File: config.mk
export PLATFORM = sky130hd
export DESIGN_NAME = arb_rr_burst_sched
export DESIGN_NICKNAME = d
export VERILOG_FILES = /design/src/rtl/arb_sched_pkg.sv /design/src/rtl/arb_rr_pick.sv /design/src/rtl/arb_rr_burst_sched.sv
export SDC_FILE = /design/constraint.sdc
export NUM_CORES = 1
export LEC_CHECK = 0
export BUFFER_PORTS_ARGS = -buffer_cell sky130_fd_sc_hd__buf_2
export CORE_ASPECT_RATIO = 0.8
export CORE_MARGIN = 2
export CORE_UTILIZATION = 43
export CTS_CLUSTER_SIZE = 20
export DETAILED_ROUTE_END_ITERATION = 8
export GPL_TIMING_DRIVEN = 0
export PLACE_DENSITY_LB_ADDON = 0.08
export SLEW_MARGIN = 20
export SYNTH_ARGS = -nofsm -noshare
export SYNTH_HDL_FRONTEND = slang
export SYNTH_SLANG_ARGS = --single-unit
File: constraint.sdc
create_clock -name CLK -period 2.77 [get_ports CLK]
set_input_delay 0.6925 -clock CLK [delete_from_list [all_inputs] [get_ports CLK]]
set_output_delay 0.6925 -clock CLK [all_outputs]
set_load 0.05 [all_outputs]
File: src/rtl/arb_sched_pkg.sv
// rtl/arb_sched_pkg.sv - owner codes, FSM states and round-robin helper for arb_rr_burst_sched
package arb_sched_pkg;

  localparam logic [1:0] OWN_NONE = 2'd0;
  localparam logic [1:0] OWN_A    = 2'd1;
  localparam logic [1:0] OWN_B    = 2'd2;
  localparam logic [1:0] OWN_C    = 2'd3;

  typedef enum logic {
    ST_IDLE,
    ST_BURST
  } state_t;

  // Next requester in rotation; C and NONE both wrap to A.
  function automatic logic [1:0] rr_next(input logic [1:0] owner);
    case (owner)
      OWN_A:   rr_next = OWN_B;
      OWN_B:   rr_next = OWN_C;
      default: rr_next = OWN_A;
    endcase
  endfunction

endpackage

File: src/rtl/arb_rr_pick.sv
// rtl/arb_rr_pick.sv - combinational 3-way rotating-priority picker
// ptr holds the owner code (A/B/C) searched first; NONE behaves as A.
module arb_rr_pick
  import arb_sched_pkg::*;
(
  input  logic [2:0] req,
  input  logic [1:0] ptr,
  output logic [2:0] gnt,
  output logic       any
);

  always_comb begin
    gnt = 3'b000;
    case (ptr)
      OWN_B: begin
        if (req[1])      gnt = 3'b010;
        else if (req[2]) gnt = 3'b100;
        else if (req[0]) gnt = 3'b001;
      end
      OWN_C: begin
        if (req[2])      gnt = 3'b100;
        else if (req[0]) gnt = 3'b001;
        else if (req[1]) gnt = 3'b010;
      end
      default: begin
        if (req[0])      gnt = 3'b001;
        else if (req[1]) gnt = 3'b010;
        else if (req[2]) gnt = 3'b100;
      end
    endcase
  end

  assign any = |req;

endmodule

File: src/rtl/arb_rr_burst_sched.sv
// rtl/arb_rr_burst_sched.sv - round-robin burst scheduler, three sources onto one registered channel
// Optional per-source beat counters are built when ARB_STATS_EN is defined.
module arb_rr_burst_sched
  import arb_sched_pkg::*;
#(
  parameter int WIDTH     = 64,
  parameter int BURST_LEN = 4,
  parameter int CNT_W     = 8
) (
  input  logic             CLK,
  input  logic             SynReset,
  input  logic             i_DataValid_A,
  input  logic             i_DataValid_B,
  input  logic             i_DataValid_C,
  input  logic [WIDTH-1:0] i_DataIn_A,
  input  logic [WIDTH-1:0] i_DataIn_B,
  input  logic [WIDTH-1:0] i_DataIn_C,
  output logic             o_DataGrant_A,
  output logic             o_DataGrant_B,
  output logic             o_DataGrant_C,
  output logic             o_DataValid_D,
  output logic [WIDTH-1:0] o_DataOut_D,
  input  logic             i_DataGrant_D,
`ifdef ARB_STATS_EN
  output logic [CNT_W-1:0] o_BeatCnt_A,
  output logic [CNT_W-1:0] o_BeatCnt_B,
  output logic [CNT_W-1:0] o_BeatCnt_C,
`endif
  output logic [1:0]       o_Owner
);

  state_t            state;
  logic [1:0]        owner;
  logic [1:0]        ptr;
  logic [CNT_W-1:0]  beat_cnt;
  logic              out_valid;
  logic [WIDTH-1:0]  out_data;

  logic [2:0]        valid_vec;
  logic [2:0]        grant_vec;
  logic              can_load;
  logic              burst_grant;
  logic              owner_valid;
  logic [WIDTH-1:0]  sel_data;
  logic              xfer;
  logic              last_beat;
  logic              release_now;
  logic [1:0]        pick_ptr;
  logic [2:0]        pick_gnt;
  logic              pick_any;
  logic [1:0]        pick_owner;

  assign valid_vec   = {i_DataValid_C, i_DataValid_B, i_DataValid_A};
  assign can_load    = !out_valid || i_DataGrant_D;
  assign burst_grant = (state == ST_BURST) && can_load;
  assign grant_vec   = {burst_grant && (owner == OWN_C),
                        burst_grant && (owner == OWN_B),
                        burst_grant && (owner == OWN_A)};

  always_comb begin
    owner_valid = 1'b0;
    sel_data    = i_DataIn_A;
    case (owner)
      OWN_A: begin owner_valid = i_DataValid_A; sel_data = i_DataIn_A; end
      OWN_B: begin owner_valid = i_DataValid_B; sel_data = i_DataIn_B; end
      OWN_C: begin owner_valid = i_DataValid_C; sel_data = i_DataIn_C; end
      default: ;
    endcase
  end

  assign xfer        = burst_grant && owner_valid;
  assign last_beat   = (beat_cnt == CNT_W'(BURST_LEN - 1));
  assign release_now = (state == ST_BURST) && ((xfer && last_beat) || !owner_valid);

  // One picker serves both paths: IDLE searches from ptr, a release searches from owner+1
  // so the outgoing owner comes last and can keep the channel only if nobody else waits.
  assign pick_ptr = (state == ST_BURST) ? rr_next(owner) : ptr;

  arb_rr_pick u_pick (
    .req (valid_vec),
    .ptr (pick_ptr),
    .gnt (pick_gnt),
    .any (pick_any)
  );

  assign pick_owner = pick_gnt[0] ? OWN_A :
                      pick_gnt[1] ? OWN_B :
                      pick_gnt[2] ? OWN_C : OWN_NONE;

  always_ff @(posedge CLK) begin
    if (SynReset) begin
      state     <= ST_IDLE;
      owner     <= OWN_NONE;
      ptr       <= OWN_A;
      beat_cnt  <= '0;
      out_valid <= 1'b0;
      out_data  <= '0;
    end else begin
      if (xfer) begin
        out_data  <= sel_data;
        out_valid <= 1'b1;
      end else if (i_DataGrant_D) begin
        out_valid <= 1'b0;
      end

      case (state)
        ST_IDLE: begin
          if (pick_any) begin
            owner    <= pick_owner;
            beat_cnt <= '0;
            state    <= ST_BURST;
          end
        end
        default: begin
          if (release_now) begin
            ptr      <= rr_next(owner);
            beat_cnt <= '0;
            if (pick_any) begin
              owner <= pick_owner;
            end else begin
              owner <= OWN_NONE;
              state <= ST_IDLE;
            end
          end else if (xfer) begin
            beat_cnt <= beat_cnt + CNT_W'(1);
          end
        end
      endcase
    end
  end

  assign o_DataGrant_A = grant_vec[0];
  assign o_DataGrant_B = grant_vec[1];
  assign o_DataGrant_C = grant_vec[2];
  assign o_DataValid_D = out_valid;
  assign o_DataOut_D   = out_data;
  assign o_Owner       = owner;

`ifdef ARB_STATS_EN
  logic [CNT_W-1:0] src_cnt [3];

  always_ff @(posedge CLK) begin
    for (int i = 0; i < 3; i++) begin
      if (SynReset)
        src_cnt[i] <= '0;
      else if (grant_vec[i] && valid_vec[i] && (src_cnt[i] != {CNT_W{1'b1}}))
        src_cnt[i] <= src_cnt[i] + CNT_W'(1);
    end
  end

  assign o_BeatCnt_A = src_cnt[0];
  assign o_BeatCnt_B = src_cnt[1];
  assign o_BeatCnt_C = src_cnt[2];
`endif

endmodule

==> metrics.txt <==
run status complete, no violations; FP Rows 32; clock share of power 38.6%; Worst Setup Path Type reg -> out; IO Count 268; Initial Util 43.9%; H-Tree Depth 3; Area Overhead vs Synth 43.0%; max frequency 374 MHz; hold slack 0.487 ns; Yosys top cell area share 37.2%; met3 WL 815 um; Int Pwr 0.00237 W; buffer depth of the longest clock path 2; DRC Markers 0; Final Max Slew Viols 0; cell accounting for the most synthesized area dfxtp_1; routed wire length 14.0 mm; All-Layer GR Usage 25.6%; Top Metal Used met4; power density cells 566 mW/mm2; Slew @ Worst Pin 0.933 ns; RSZ-0062 raised after global routing false; initial antenna violation count 0; fin crit share 96.6%; hold path start beat_cnt[0]; Final ANT Viol Nets 0; CTS Buf Count 9; Placer Congestion 0.845; Net Count, Synth 676; critical path fanouts, max 19; switch share 30.5%; M1 WL 5.95 mm; vias 4,735; HPWL after DPL 10.9 mm; Nets 952; core box area 0.00957 mm2; Reg clk slew, reported paths 0.06 ns; final instance area 0.00601 mm2; Synth Warn # 0; WP data required 2.08 ns; Cell Area, Synth 0.00420 mm2; Setup Fix Bufs, Post-CTS 0; die area 0.0106 mm2; Worst Hold Class reg -> reg; total global routing overflow 0; DR WL met2 7.06 mm; Max Cap Viol 0; VDD IR-drop max 314 uV; Die Wd 115 um; minimum clock period 2.68 ns; Die Y 92.4 um; share of post-route cells with drive strength above 1 45.5%; # setup viols final 0; setup TNS 0 ns; crit end category output pin; Root Buffer Master clkbuf_16; Gate power share 25.9%; number of global-route vias before repair 4,366; Slew Limit Headroom 37.6%; Ant. Diodes 0; post-synthesis instance total 472; Crit. Startpoint o_Owner[0]; sequential cell area fraction in the yosys report 37.2%; Post-CTS Hold Fix Bufs 0; Initial DRC Count 244; Avg Inst Size Synth 8.90 um2; part of the power in registers 35.5%; Pre-antenna DRT Iters 5; Critical R2R Launch o_Owner[0]; Final Skew 0.00584 ns; Yosys cell types 39; P_leak 2.69 nW; placed cell area 0.00569 mm2; CTS tree done; largest cells by area after synthesis dfxtp_1, a211oi_2, a22o_1, a21oi_1, nor2_1; clk_lat worst skew 0.33 ns; synthesis-stage register bit count 78; arrival time worst endpoint 1.98 ns; drt wl/cell 16.1 um; clock sink total 78; largest net degree at the start of global routing 20; final hold vios 0; Net Switching 0.00104 W; port bufs 267; vias per inst 5.44; global-route wire length before repair 21.4 mm; Startpoint Class flop; Final Util 62.8%
==> per-layer routing <==
layer	vias to the layer above	track usage, %
li1	2336	-
met1	2209	30.5
met2	175	46.1
met3	15	6.15
met4	0	6.20
met5	-	0
==> repair_timing <==
item	CTS	global route
gates cloned	0	0
endpoints found under the setup margin	2	1
resized for setup	2	1
==> power groups by stage <==
stage | Clock (W) | Combinational [W] | Sequential (W)
5_1_grt | 0.00139 | 0.000949 | 0.00121
3_5_place_dp | 0 | 0.000882 | 0.00123
3_3_place_gp | 0 | 0.000866 | 0.00123
2_1_floorplan | 0 | 0.000404 | 0.00140
4_1_cts | 0.00133 | 0.000884 | 0.00121
6_report | 0.00131 | 0.000883 | 0.00121
==> state kept, by name, indices dropped and copies added, names as in the netlist <==
name           cells
o_Owner            2
o_DataValid_D      1
ptr                2
beat_cnt           8
o_DataOut_D       64
state              1
==> cells in the mapped netlist <==
library cell	number
o31ai_2	1
o311ai_0	1
nor2b_1	3
buf_1	3
a211oi_1	18
a222oi_1	1
nor4_1	1
a211oi_2	46
nor4b_1	1
a32o_1	1
dfxtp_1	78
nand2_1	11
or4_1	1
nand2b_1	2
o21ai_0	3
o211ai_1	5
o2bb2ai_1	1
nor2_1	75
a21oi_2	1
mux2i_1	5
nand3_1	12
ha_1	6
a22o_1	64
nand4b_1	1
mux2_2	1
and3_1	4
buf_2	5
a32oi_1	1
nand4_1	2
inv_1	4
nor3b_1	1
a21boi_0	1
buf_6	6
a21oi_1	68
o31a_1	1
nor3_1	5
clkbuf_1	30
clkinv_1	1
or3_1	1
==> worst max-delay path, stage by stage, from the launching register on <==
cell,delay (ns)
dfxtp_1,0.37
inv_1,0.12
ha_1,0.22
clkbuf_2,0.44
and3_1,0.24
buf_2,0.26
==> cell type report <==
type / instances / area, um2
Fill cell: 864 / 3560
Multi-Input combinational cell: 345 / 2410
Sequential cell: 78 / 1560
Timing Repair Buffer: 267 / 1340
Clock buffer: 10 / 229
Buffer: 42 / 211
Tap cell: 119 / 149
Clock inverter: 4 / 97.6
Inverter: 5 / 18.8
==> placed cells by master (no fill, tap or decap), drive strengths merged, types with 2 or more instances in the layout <==
cell type,instances
nor2b,3
dfxtp,78
a22o,64
nor3,5
nand4,2
nor2,75
ha,6
and3,4
o211ai,5
o21ai,3
a21oi,69
clkbuf,37
buf,282
bufinv,3
inv,4
nand2,11
mux2i,5
nand2b,2
a211oi,64
nand3,12
==> kinds of logic after synthesis <==
group,count (synthesis),share of synthesized area (%)
mux,6,1.46
flops,78,37.2
compound gates,213,41.6
fa+ha+maj,6,1.79
simple gates,120,12.4
buf+inv,49,5.60
==> through the flow <==
step | worst slack, ns | total power, W | cells
global route | 0.0123 | 0.00356 | 870
floorplan | 0.0369 | 0.00181 | 472
finish | 0.0939 | 0.00340 | 870
global placement | -0.0315 | 0.00210 | 858
CTS | 0.0737 | 0.00343 | 870
detailed placement | -0.0714 | 0.00211 | 858
==> worst paths after layout <==
kind / to / slack [ns] / depth (start not counted)
setup / recovery: o_DataGrant_B / 0.09 / 5
hold / removal: beat_cnt[0] / 0.49 / 2
setup reg to reg: o_Owner[1] / 0.17 / 6
hold reg to reg: beat_cnt[0] / 0.49 / 2
(Power assumes the default switching activity.)
